$ cat src/rtl/l2c_normal_loop_ctrl_if.sv
// Signal bundle for the L2 normal-loop controller: it carries the run command and
// configuration from the token-engine top FSM, and the per-channel request and done
// lines that go to and from the L3 ifmap/ipsum/opsum FIFO controllers.
interface l2c_normal_loop_ctrl_if #(
    parameter int NUM_CH = 32,
    parameter int CNT_W  = 16,
    parameter int ROW_W  = 16
) ();
    logic                    start_i;
    logic                    abort_i;
    logic [1:0]              layer_type_i;
    logic [ROW_W-1:0]        num_rows_i;
    logic [CNT_W-1:0]        ifmap_pop_cfg_i;
    logic [CNT_W-1:0]        ipsum_pop_cfg_i;
    logic [NUM_CH-1:0]       ch_en_i;
    logic [NUM_CH-1:0]       ifmap_done_i;
    logic [NUM_CH-1:0]       ipsum_done_i;
    logic [NUM_CH-1:0]       opsum_done_i;

    logic [NUM_CH-1:0]       ifmap_need_pop_o;
    logic [NUM_CH*CNT_W-1:0] ifmap_pop_num_o;
    logic [NUM_CH-1:0]       ipsum_need_pop_o;
    logic [NUM_CH*CNT_W-1:0] ipsum_pop_num_o;
    logic [NUM_CH-1:0]       opsum_need_push_o;
    logic [ROW_W-1:0]        row_idx_o;
    logic                    busy_o;
    logic                    done_o;
    logic                    err_o;

    // The side that commands the controller and returns FIFO completions.
    modport master (
        output start_i, abort_i, layer_type_i, num_rows_i,
               ifmap_pop_cfg_i, ipsum_pop_cfg_i, ch_en_i,
               ifmap_done_i, ipsum_done_i, opsum_done_i,
        input  ifmap_need_pop_o, ifmap_pop_num_o, ipsum_need_pop_o,
               ipsum_pop_num_o, opsum_need_push_o, row_idx_o,
               busy_o, done_o, err_o
    );

    // The controller itself.
    modport slave (
        input  start_i, abort_i, layer_type_i, num_rows_i,
               ifmap_pop_cfg_i, ipsum_pop_cfg_i, ch_en_i,
               ifmap_done_i, ipsum_done_i, opsum_done_i,
        output ifmap_need_pop_o, ifmap_pop_num_o, ipsum_need_pop_o,
               ipsum_pop_num_o, opsum_need_push_o, row_idx_o,
               busy_o, done_o, err_o
    );
endinterface

$ cat src/rtl/l2c_normal_loop_ctrl.sv
// L2 controller for the steady-state convolution phase. For each output row it
// issues one request set to the L3 FIFO controllers (a single SET_NUM cycle), then
// waits until every requested channel of every FIFO type has reported done.
module l2c_normal_loop_ctrl #(
    parameter int NUM_CH = 32,
    parameter int CNT_W  = 16,
    parameter int ROW_W  = 16
) (
    input  logic                  clk,
    input  logic                  rst_n,
    l2c_normal_loop_ctrl_if.slave bus
);

    typedef enum logic [2:0] {
        S_IDLE,
        S_SET_NUM,
        S_WAIT_DONE,
        S_NEXT_ROW,
        S_DONE
    } state_t;

    localparam logic [1:0] LT_DEPTHWISE = 2'd1;
    localparam logic [1:0] LT_ILLEGAL   = 2'd3;

    state_t            state;
    state_t            state_nxt;

    // Configuration latched on an accepted start.
    logic [1:0]        layer_type_q;
    logic [ROW_W-1:0]  num_rows_q;
    logic [CNT_W-1:0]  ifmap_cfg_q;
    logic [CNT_W-1:0]  ipsum_cfg_q;
    logic [NUM_CH-1:0] ch_en_q;

    logic [ROW_W-1:0]  row_idx_q;
    logic [NUM_CH-1:0] ifmap_sticky_q;
    logic [NUM_CH-1:0] ipsum_sticky_q;
    logic [NUM_CH-1:0] opsum_sticky_q;
    logic              err_q;
    logic              done_q;

    logic              start_accept;
    logic              abort_hit;
    logic              last_row;
    logic              row_complete;
    logic              set_num;
    logic [NUM_CH-1:0] ifmap_mask;
    logic [NUM_CH-1:0] ipsum_mask;
    logic [NUM_CH-1:0] opsum_mask;

    // Per-type request masks for the current row; depthwise layers never touch ipsum.
    assign ifmap_mask = ch_en_q;
    assign opsum_mask = ch_en_q;
    assign ipsum_mask = (layer_type_q == LT_DEPTHWISE) ? '0 : ch_en_q;

    assign set_num   = (state == S_SET_NUM);
    assign abort_hit = bus.abort_i && (state != S_IDLE);
    assign last_row  = (row_idx_q == (num_rows_q - ROW_W'(1)));

    // A channel is satisfied if it already reported, reports now, or was never asked.
    assign row_complete = (&(ifmap_sticky_q | bus.ifmap_done_i | ~ifmap_mask)) &&
                          (&(ipsum_sticky_q | bus.ipsum_done_i | ~ipsum_mask)) &&
                          (&(opsum_sticky_q | bus.opsum_done_i | ~opsum_mask));

    // State register.
    always_ff @(posedge clk or negedge rst_n) begin
        // NOTE: sequential state uses <= so every flop samples pre-edge values; a
        // blocking assignment here would make results depend on evaluation order.
        if (!rst_n) state <= S_IDLE;
        else        state <= state_nxt;
    end

    // Next-state logic; abort overrides every transition out of a busy state.
    always_comb begin
        // NOTE: defaults come first so no path leaves a signal unassigned, which
        // would otherwise infer a latch.
        state_nxt    = state;
        start_accept = 1'b0;
        unique case (state)
            S_IDLE: begin
                if (bus.start_i) begin
                    start_accept = 1'b1;
                    if (bus.layer_type_i == LT_ILLEGAL || bus.num_rows_i == '0)
                        state_nxt = S_DONE;
                    else
                        state_nxt = S_SET_NUM;
                end
            end
            S_SET_NUM:   state_nxt = S_WAIT_DONE;
            S_WAIT_DONE: if (row_complete) state_nxt = S_NEXT_ROW;
            S_NEXT_ROW:  state_nxt = last_row ? S_DONE : S_SET_NUM;
            S_DONE:      state_nxt = S_IDLE;
            default:     state_nxt = S_IDLE;
        endcase
        if (abort_hit) state_nxt = S_IDLE;
    end

    // Capture the run configuration on an accepted start; inputs are ignored afterwards.
    always_ff @(posedge clk or negedge rst_n) begin
        if (!rst_n) begin
            layer_type_q <= '0;
            num_rows_q   <= '0;
            ifmap_cfg_q  <= '0;
            ipsum_cfg_q  <= '0;
            ch_en_q      <= '0;
        end else if (start_accept) begin
            layer_type_q <= bus.layer_type_i;
            num_rows_q   <= bus.num_rows_i;
            ifmap_cfg_q  <= bus.ifmap_pop_cfg_i;
            ipsum_cfg_q  <= bus.ipsum_pop_cfg_i;
            ch_en_q      <= bus.ch_en_i;
        end
    end

    // Row index: zeroed on start or abort, advanced when another row follows.
    always_ff @(posedge clk or negedge rst_n) begin
        if (!rst_n)                            row_idx_q <= '0;
        else if (abort_hit || start_accept)    row_idx_q <= '0;
        else if (state == S_NEXT_ROW && !last_row) row_idx_q <= row_idx_q + ROW_W'(1);
    end

    // Sticky done flags: reloaded in SET_NUM (a same-cycle done wins), accumulated
    // while waiting, so pulse-style completions are never lost.
    always_ff @(posedge clk or negedge rst_n) begin
        if (!rst_n) begin
            ifmap_sticky_q <= '0;
            ipsum_sticky_q <= '0;
            opsum_sticky_q <= '0;
        end else if (abort_hit) begin
            ifmap_sticky_q <= '0;
            ipsum_sticky_q <= '0;
            opsum_sticky_q <= '0;
        end else if (state == S_SET_NUM) begin
            ifmap_sticky_q <= bus.ifmap_done_i;
            ipsum_sticky_q <= bus.ipsum_done_i;
            opsum_sticky_q <= bus.opsum_done_i;
        end else if (state == S_WAIT_DONE) begin
            ifmap_sticky_q <= ifmap_sticky_q | bus.ifmap_done_i;
            ipsum_sticky_q <= ipsum_sticky_q | bus.ipsum_done_i;
            opsum_sticky_q <= opsum_sticky_q | bus.opsum_done_i;
        end
    end

    // Completion pulse follows the DONE state; the error flag lives until the next start.
    always_ff @(posedge clk or negedge rst_n) begin
        if (!rst_n) begin
            done_q <= 1'b0;
            err_q  <= 1'b0;
        end else begin
            done_q <= (state == S_DONE) && !bus.abort_i;
            if (start_accept) err_q <= (bus.layer_type_i == LT_ILLEGAL);
        end
    end

    // Request outputs are driven only during SET_NUM, from the latched configuration.
    always_comb begin
        bus.ifmap_need_pop_o  = set_num ? ifmap_mask : '0;
        bus.ipsum_need_pop_o  = set_num ? ipsum_mask : '0;
        bus.opsum_need_push_o = set_num ? opsum_mask : '0;
        bus.ifmap_pop_num_o   = '0;
        bus.ipsum_pop_num_o   = '0;
        for (int k = 0; k < NUM_CH; k++) begin
            if (set_num && ifmap_mask[k]) bus.ifmap_pop_num_o[k*CNT_W +: CNT_W] = ifmap_cfg_q;
            if (set_num && ipsum_mask[k]) bus.ipsum_pop_num_o[k*CNT_W +: CNT_W] = ipsum_cfg_q;
        end
    end

    assign bus.row_idx_o = row_idx_q;
    assign bus.busy_o    = (state != S_IDLE);
    assign bus.done_o    = done_q;
    assign bus.err_o     = err_q;

endmodule

$ cat src/flat_wrapper.sv
// flat-port wrapper written by rule: the top's interface ports become plain ports
module l2c_normal_loop_ctrl_flat 
#(
    parameter int NUM_CH = 32,
    parameter int CNT_W  = 16,
    parameter int ROW_W  = 16
)
  (clk, rst_n, bus_start_i, bus_abort_i, bus_layer_type_i, bus_num_rows_i, bus_ifmap_pop_cfg_i, bus_ipsum_pop_cfg_i, bus_ch_en_i, bus_ifmap_done_i, bus_ipsum_done_i, bus_opsum_done_i, bus_ifmap_need_pop_o, bus_ifmap_pop_num_o, bus_ipsum_need_pop_o, bus_ipsum_pop_num_o, bus_opsum_need_push_o, bus_row_idx_o, bus_busy_o, bus_done_o, bus_err_o);
  l2c_normal_loop_ctrl_if #(.NUM_CH(NUM_CH), .CNT_W(CNT_W), .ROW_W(ROW_W)) bus_i ();
  input  logic clk;
  input  logic rst_n;
  input wire logic [$bits(bus_i.start_i)-1:0] bus_start_i;
  input wire logic [$bits(bus_i.abort_i)-1:0] bus_abort_i;
  input wire logic [$bits(bus_i.layer_type_i)-1:0] bus_layer_type_i;
  input wire logic [$bits(bus_i.num_rows_i)-1:0] bus_num_rows_i;
  input wire logic [$bits(bus_i.ifmap_pop_cfg_i)-1:0] bus_ifmap_pop_cfg_i;
  input wire logic [$bits(bus_i.ipsum_pop_cfg_i)-1:0] bus_ipsum_pop_cfg_i;
  input wire logic [$bits(bus_i.ch_en_i)-1:0] bus_ch_en_i;
  input wire logic [$bits(bus_i.ifmap_done_i)-1:0] bus_ifmap_done_i;
  input wire logic [$bits(bus_i.ipsum_done_i)-1:0] bus_ipsum_done_i;
  input wire logic [$bits(bus_i.opsum_done_i)-1:0] bus_opsum_done_i;
  output wire logic [$bits(bus_i.ifmap_need_pop_o)-1:0] bus_ifmap_need_pop_o;
  output wire logic [$bits(bus_i.ifmap_pop_num_o)-1:0] bus_ifmap_pop_num_o;
  output wire logic [$bits(bus_i.ipsum_need_pop_o)-1:0] bus_ipsum_need_pop_o;
  output wire logic [$bits(bus_i.ipsum_pop_num_o)-1:0] bus_ipsum_pop_num_o;
  output wire logic [$bits(bus_i.opsum_need_push_o)-1:0] bus_opsum_need_push_o;
  output wire logic [$bits(bus_i.row_idx_o)-1:0] bus_row_idx_o;
  output wire logic [$bits(bus_i.busy_o)-1:0] bus_busy_o;
  output wire logic [$bits(bus_i.done_o)-1:0] bus_done_o;
  output wire logic [$bits(bus_i.err_o)-1:0] bus_err_o;
  assign bus_i.start_i = bus_start_i;
  assign bus_i.abort_i = bus_abort_i;
  assign bus_i.layer_type_i = bus_layer_type_i;
  assign bus_i.num_rows_i = bus_num_rows_i;
  assign bus_i.ifmap_pop_cfg_i = bus_ifmap_pop_cfg_i;
  assign bus_i.ipsum_pop_cfg_i = bus_ipsum_pop_cfg_i;
  assign bus_i.ch_en_i = bus_ch_en_i;
  assign bus_i.ifmap_done_i = bus_ifmap_done_i;
  assign bus_i.ipsum_done_i = bus_ipsum_done_i;
  assign bus_i.opsum_done_i = bus_opsum_done_i;
  assign bus_ifmap_need_pop_o = bus_i.ifmap_need_pop_o;
  assign bus_ifmap_pop_num_o = bus_i.ifmap_pop_num_o;
  assign bus_ipsum_need_pop_o = bus_i.ipsum_need_pop_o;
  assign bus_ipsum_pop_num_o = bus_i.ipsum_pop_num_o;
  assign bus_opsum_need_push_o = bus_i.opsum_need_push_o;
  assign bus_row_idx_o = bus_i.row_idx_o;
  assign bus_busy_o = bus_i.busy_o;
  assign bus_done_o = bus_i.done_o;
  assign bus_err_o = bus_i.err_o;
  l2c_normal_loop_ctrl #(.NUM_CH(NUM_CH), .CNT_W(CNT_W), .ROW_W(ROW_W)) u_core (.clk(clk), .rst_n(rst_n), .bus(bus_i));
endmodule
$ cat config.mk
export PLATFORM = sky130hd
export DESIGN_NAME = l2c_normal_loop_ctrl_flat
export DESIGN_NICKNAME = d
export VERILOG_FILES = /design/src/rtl/l2c_normal_loop_ctrl_if.sv /design/src/rtl/l2c_normal_loop_ctrl.sv /design/src/flat_wrapper.sv
export SDC_FILE = /design/constraint.sdc
export NUM_CORES = 1
export LEC_CHECK = 0
export CAP_MARGIN = 20
export CORE_AREA = 2 2 508 510
export CTS_BUF_LIST = sky130_fd_sc_hd__clkbuf_16
export CTS_CLUSTER_DIAMETER = 60
export CTS_CLUSTER_SIZE = 14
export DETAILED_ROUTE_END_ITERATION = 10
export DIE_AREA = 0 0 510 512
export GPL_TIMING_DRIVEN = 0
export PLACE_DENSITY = 0.36
export SLEW_MARGIN = 20
export SYNTH_ARGS = -nofsm -noshare
export SYNTH_HDL_FRONTEND = slang
export SYNTH_SLANG_ARGS = --single-unit
$ cat constraint.sdc
create_clock -name clk -period 3 [get_ports clk]
set_clock_uncertainty 0.2 [all_clocks]
set_input_delay 0.6 -clock clk [delete_from_list [all_inputs] [get_ports clk]]
set_output_delay 0.6 -clock clk [all_outputs]
set_load 0.01 [all_outputs]
* Word-level counts from Yosys, hierarchy flattened
Cells that the tools add are included.
** Word-level totals
- Input bits :: 182
- Register bits after elaboration :: 199
- Word-level logic and storage cells :: 199
** Cells by class
- Eq/ne operators :: 9
- Reductions and logical operators :: 82
- Add/sub/neg operators :: 2
- Mux-type cells :: 86
- Bitwise logic cells :: 8
** Operators with widths (count)
- $mux 16 :: 66
- $mux 32 :: 12
- $or 32x32->32 :: 6
- $reduce_and 32->1 :: 3
- $logic_and 1x1->1 :: 69
- $not 32->32 :: 2
- $add 16x1->16 const B :: 1
- $eq 16x16->1 :: 1
- $logic_not 16->1 :: 1
- $sub 16x1->16 const B :: 1
- $mux 3 :: 5
- $pmux 3 s4 :: 1
- $eq 3x2->1 const B :: 2
- $reduce_bool 3->1 :: 2
- $eq 3x1->1 const B :: 1
- $eq 3x3->1 const B :: 1
- $logic_not 3->1 :: 1
- $ne 3x1->1 const B :: 1
- $ne 3x2->1 const B :: 1
- $eq 2x1->1 const B :: 1
- $eq 2x2->1 const B :: 1
- $logic_not 1->1 :: 2
- $logic_or 1x1->1 :: 2
- $mux 1 :: 2
- other kinds (2) :: 2

* Logic depth before layout (Yosys ltp)
- Depth after elaboration :: 10
- Depth in mapped cells :: 11
- Gate-level depth less buffers :: 10

* Least setup slack after synthesis
Ideal clock, no wire load.
- Path type :: reg-to-reg
- From :: register u_core.num_rows_q[0]
- To :: register u_core.row_idx_q[1] (netlist: u_core.bus.row_idx_o[1])
- Setup slack :: -0.033 ns
- Arrival time :: 2.702 ns
- Clock period less this slack :: 3.033 ns
- Stages on the path, launching flop included :: 11
- Required time :: 2.668 ns
- Buffers on the path :: 1
- Cell sequence :: dfrtp_1 > inv_1 > ha_1 > or4b_4 > nor4_1 > a21oi_4 > a2111o_1 > o211ai_2 > buf_4 > mux2i_1 > nor2_1
** Between the ends
- Cells in the longest elaborated chain, start to end :: 5
** Ends and longest elaborated chain
- start, declared :: line l2c_normal_loop_ctrl.sv:30 : logic [ROW_W-1:0] num_rows_q;
- start signal, assigned :: line l2c_normal_loop_ctrl.sv:108 : num_rows_q <= bus.num_rows_i;
- $sub 16x1->16 :: line l2c_normal_loop_ctrl.sv:58 : assign last_row = (row_idx_q == (num_rows_q - ROW_W'(1)));
- $eq 16x16->1 :: line l2c_normal_loop_ctrl.sv:58
- $logic_not 1->1 :: line l2c_normal_loop_ctrl.sv:119 : else if (state == S_NEXT_ROW && !last_row) row_idx_q <= row_idx_q + ROW_W'(1);
- $logic_and 1x1->1 :: line l2c_normal_loop_ctrl.sv:119
- $reduce_bool 2->1 (no source line)
- end signal, assigned :: line l2c_normal_loop_ctrl.sv:119
- end, declared :: line l2c_normal_loop_ctrl.sv:35 : logic [ROW_W-1:0] row_idx_q;
No other way between the ends.
A chain may end at the register's enable or synchronous reset.

* Worst setup path after layout
- From :: register u_core.state[1]
- To :: output bus_ipsum_pop_num_o[185]
** Between the ends
- Cells in the longest elaborated chain, start to end :: 3
** Ends and longest elaborated chain
- start, declared :: line l2c_normal_loop_ctrl.sv:25 : state_t state;
- start signal, assigned :: line l2c_normal_loop_ctrl.sv:70 : else state <= state_nxt;
- $eq 3x1->1 :: line l2c_normal_loop_ctrl.sv:56 : assign set_num = (state == S_SET_NUM);
- $logic_and 1x1->1 :: line l2c_normal_loop_ctrl.sv:164 : if (set_num && ipsum_mask[k]) bus.ipsum_pop_num_o[k*CNT_W +: CNT_W] = ipsum_cfg_q;
- $mux 16 :: line l2c_normal_loop_ctrl.sv:164
- end, declared :: line flat_wrapper.sv:25 : output wire logic [$bits(bus_i.ipsum_pop_num_o)-1:0] bus_ipsum_pop_num_o;
No other way between the ends.

==> flow_summary.json <==
{
  "avgSynthCellArea_um2": 7.419,
  "crit_path_start_kind": "flip-flop",
  "seq_area_frac_synth": 0.2931,
  "grt_pass1_wl_mm": 285.0,
  "end_kind": "output port",
  "arrival_ns": 2.95,
  "p_leak_nw": 21.00,
  "worst_pin_slew_ns": 1.040,
  "finalHoldViolCount": 0,
  "firstDrtPassIters": 5,
  "synth_commonest_cells": "and2_1 (546), and3_1 (517), clkbuf_1 (293)",
  "grt_use_met2": 0.2994,
  "timing.rr.end": "u_core.bus.row_idx_o[1]",
  "ioPinCount": 1321,
  "clock-sinks": 199,
  "synth.most_common_cell": "and2_1",
  "dr.first_iter.drc_count": 1728,
  "dieArea_um2": 261100,
  "r2r_start": "u_core.num_rows_q[0]",
  "synth_edf_count": 0,
  "rows": 186,
  "required_ns": 2.20,
  "portBuffers": 1320,
  "vias": 24773,
  "clock_latency_ns": 0.57,
  "status": "complete, but fails checks",
  "async_flop_share": 1.000,
  "start_util": 0.06643,
  "fin_cells": 7316,
  "ys_types": 62,
  "grt_overflow": 0,
  "postSynthCellCount": 2290,
  "worstSetupPathType": "flip-flop to output port",
  "r2r_cells": 11,
  "route.detailed.drc": 0,
  "holdPathEnd": "u_core.layer_type_q[0]",
  "die_x_um": 510,
  "clock_path_buffers": 2,
  "antenna_found_initial": 100,
  "use_met1": 0.2141,
  "grt_use_total": 0.1702,
  "gp_congestion": 0.8260,
  "slew_violations": 0,
  "antenna_left": 0,
  "synth-main-ff-cell": "dfrtp_1",
  "path_max_fanout": 8,
  "period_share": 1.249,
  "busiest_layer": "met2",
  "min_period_ns": 3.748,
  "yosysWarningCount": 0,
  "die_h_um": 512,
  "dp_slack_ns": -3.317,
  "setup_ws_ns": -0.7480,
  "violations": "setup timing",
  "cts_buffers": 17,
  "hp-class": "flip-flop to flip-flop",
  "fmax_mhz": 266.8,
  "synth_top_cell_area_share": 0.2931,
  "met3_usage": 0.03386,
  "p_per_area_nw_per_um2": 906.3,
  "clock-root-buffer": "clkbuf_16",
  "routedWlPerCell_um": 31.99,
  "cts_max_level": 4,
  "syn_area_um2": 16990,
  "hp-start": "u_core.layer_type_q[0]",
  "synth_fp_nets": 2474,
  "core-area_um2": 255800,
  "maxCapViolCount": 0,
  "vdd_drop_max_mv": 0.5296,
  "cts_tree": "done",
  "rrSetupSlack_ns": -0.37,
  "clkTransAtPathRegs_ns": 0.09,
  "nets": 4060,
  "relSlewSlack": 0.3069,
  "wl_mm": 234.1,
  "drive_gt1_frac": 0.3404,
  "syn2layout_area_growth_pct": 129.0,
  "via_per_inst": 3.386,
  "finalSetupViolCount": 1152,
  "ys_ff_latch": 199,
  "rsz0062_at_grt": "yes",
  "grt_start_max_net_pins": 71,
  "synthTopCellsByArea": "dfrtp_1 (29%), and2_1 (20%), and3_1 (19%), clkbuf_1 (6.5%), nand2_1 (5.8%)",
  "grt_pass1_vias": 24237,
  "holdPathStages": 2,
  "dp_cells": 7014,
  "hpwl_mm": 189.0,
  "yosysTopAreaCell": "dfrtp_1"
}
-- state kept, by name (all words and copies together), names as in the netlist --
register,count
u_core.ipsum_sticky_q,32
u_core.ipsum_cfg_q,16
u_core.ifmap_sticky_q,32
u_core.layer_type_q,2
u_core.ch_en_q,32
u_core.ifmap_cfg_q,16
u_core.bus.err_o,1
u_core.bus.done_o,1
u_core.state,3
u_core.opsum_sticky_q,32
u_core.num_rows_q,16
u_core.bus.row_idx_o,16
-- per-stage QoR --
stage / setup TNS (ns) / cell area [um^2] / hold slack, ns / total power [W] / util
after global routing: -769.92 / 38840 / 0.3182 / 0.03704 / 0.1518
after CTS: -957.38 / 37580 / 0.2807 / 0.03424 / 0.1469
after global placement: -5950.69 / 34440 / 0.2637 / 0.02880 / 0.1347
after detailed placement: -2350.92 / 34980 / 0.2599 / 0.02939 / 0.1368
final: -618.64 / 38900 / 0.2892 / 0.03526 / 0.1521
after floorplan: 0 / 17000 / 0.1044 / 0.01267 / -
-- power breakdown --
| part | internal [W] | switching (W) |
|---|---|---|
| combinational | 0.00960 | 0.0166 |
| clock | 0.00114 | 0.00154 |
| sequential | 0.00387 | 0.00254 |
| total | 0.0146 | 0.0206 |
-- worst max-delay path: stages, from the launching register on --
cell and delay [ns]:
dfrtp_4 0.58, nor3_4 0.25, buf_12 0.22, clkbuf_16 0.19, and2_4 0.20, nor2b_4 0.21
buf_12 0.15, buf_8 0.11, buf_6 0.10, buf_6 0.09, and2_1 0.10, buf_2 0.13
-- cell families after synthesis --
family	share of synthesized area
fa+ha+maj	0.001473
compound gates	0.09176
flops	0.2931
simple gates	0.5136
buf+inv	0.08535
xor+xnor	0.01237
mux	0.002357
-- per-layer routing --
layer | wire length (um) | vias to the layer above
met3 | 14250 | 177
met5 | 103 | -
li1 | - | 10898
met1 | 99390 | 12387
met2 | 115600 | 1295
met4 | 4688 | 16
-- cell type report --
class                   count  area, um^2
clock buffers              17       425.4
inverters                   9       33.78
fillers                 29359      216900
repair buffers           1582       14770
diodes                     43       107.6
plain buffers             322        2610
multi-input cells        1745       11530
clock inverters            15       190.2
flip-flops and latches    199        5004
well taps                3384        4234
-- placed cells by master (no fill, tap or decap), drive strengths merged, types with 17 or more instances in the layout --
master         netlist  routed
a22o                98      98
a22oi               32      32
and2               546     546
and3               517     517
buf                 44     677
clkbuf             293     419
clkdlybuf4s15        0      38
clkdlybuf4s50        0     242
dfrtp              199     199
diode                0      43
dlygate4sd2          0     530
inv                  9      17
nand2              262     262
nor2                92      92
nor2b               35      35
nor4                17      17
-- worst max path at each step --
stage	startpoint	end	slack, ns	depth (start not counted)
floorplan	u_core.num_rows_q[0]	u_core.bus.row_idx_o[12]	0.009	11
global placement	rst_n	u_core.ipsum_cfg_q[11]	-9.45	1
detailed placement	u_core.state[1]	bus_ipsum_pop_num_o[86]	-3.32	9
CTS	u_core.state[1]	bus_opsum_need_push_o[17]	-0.92	7
global route	u_core.state[1]	bus_ipsum_pop_num_o[185]	-0.86	11
finish	u_core.state[1]	bus_ipsum_pop_num_o[185]	-0.75	11
-- repair_timing --
action / 4_1_cts / 5_1_grt
endpoints found under the setup margin: 1315 / 1305
resized for setup: 1858 / 1749
cloned: 16 / 16
setup buffers: 125 / 92
pin swaps: 5 / 4
hold buffers: 1 / 0
endpoints found under the hold margin: 69 / 0
No activity file was read; power rests on OpenSTA's default activity.
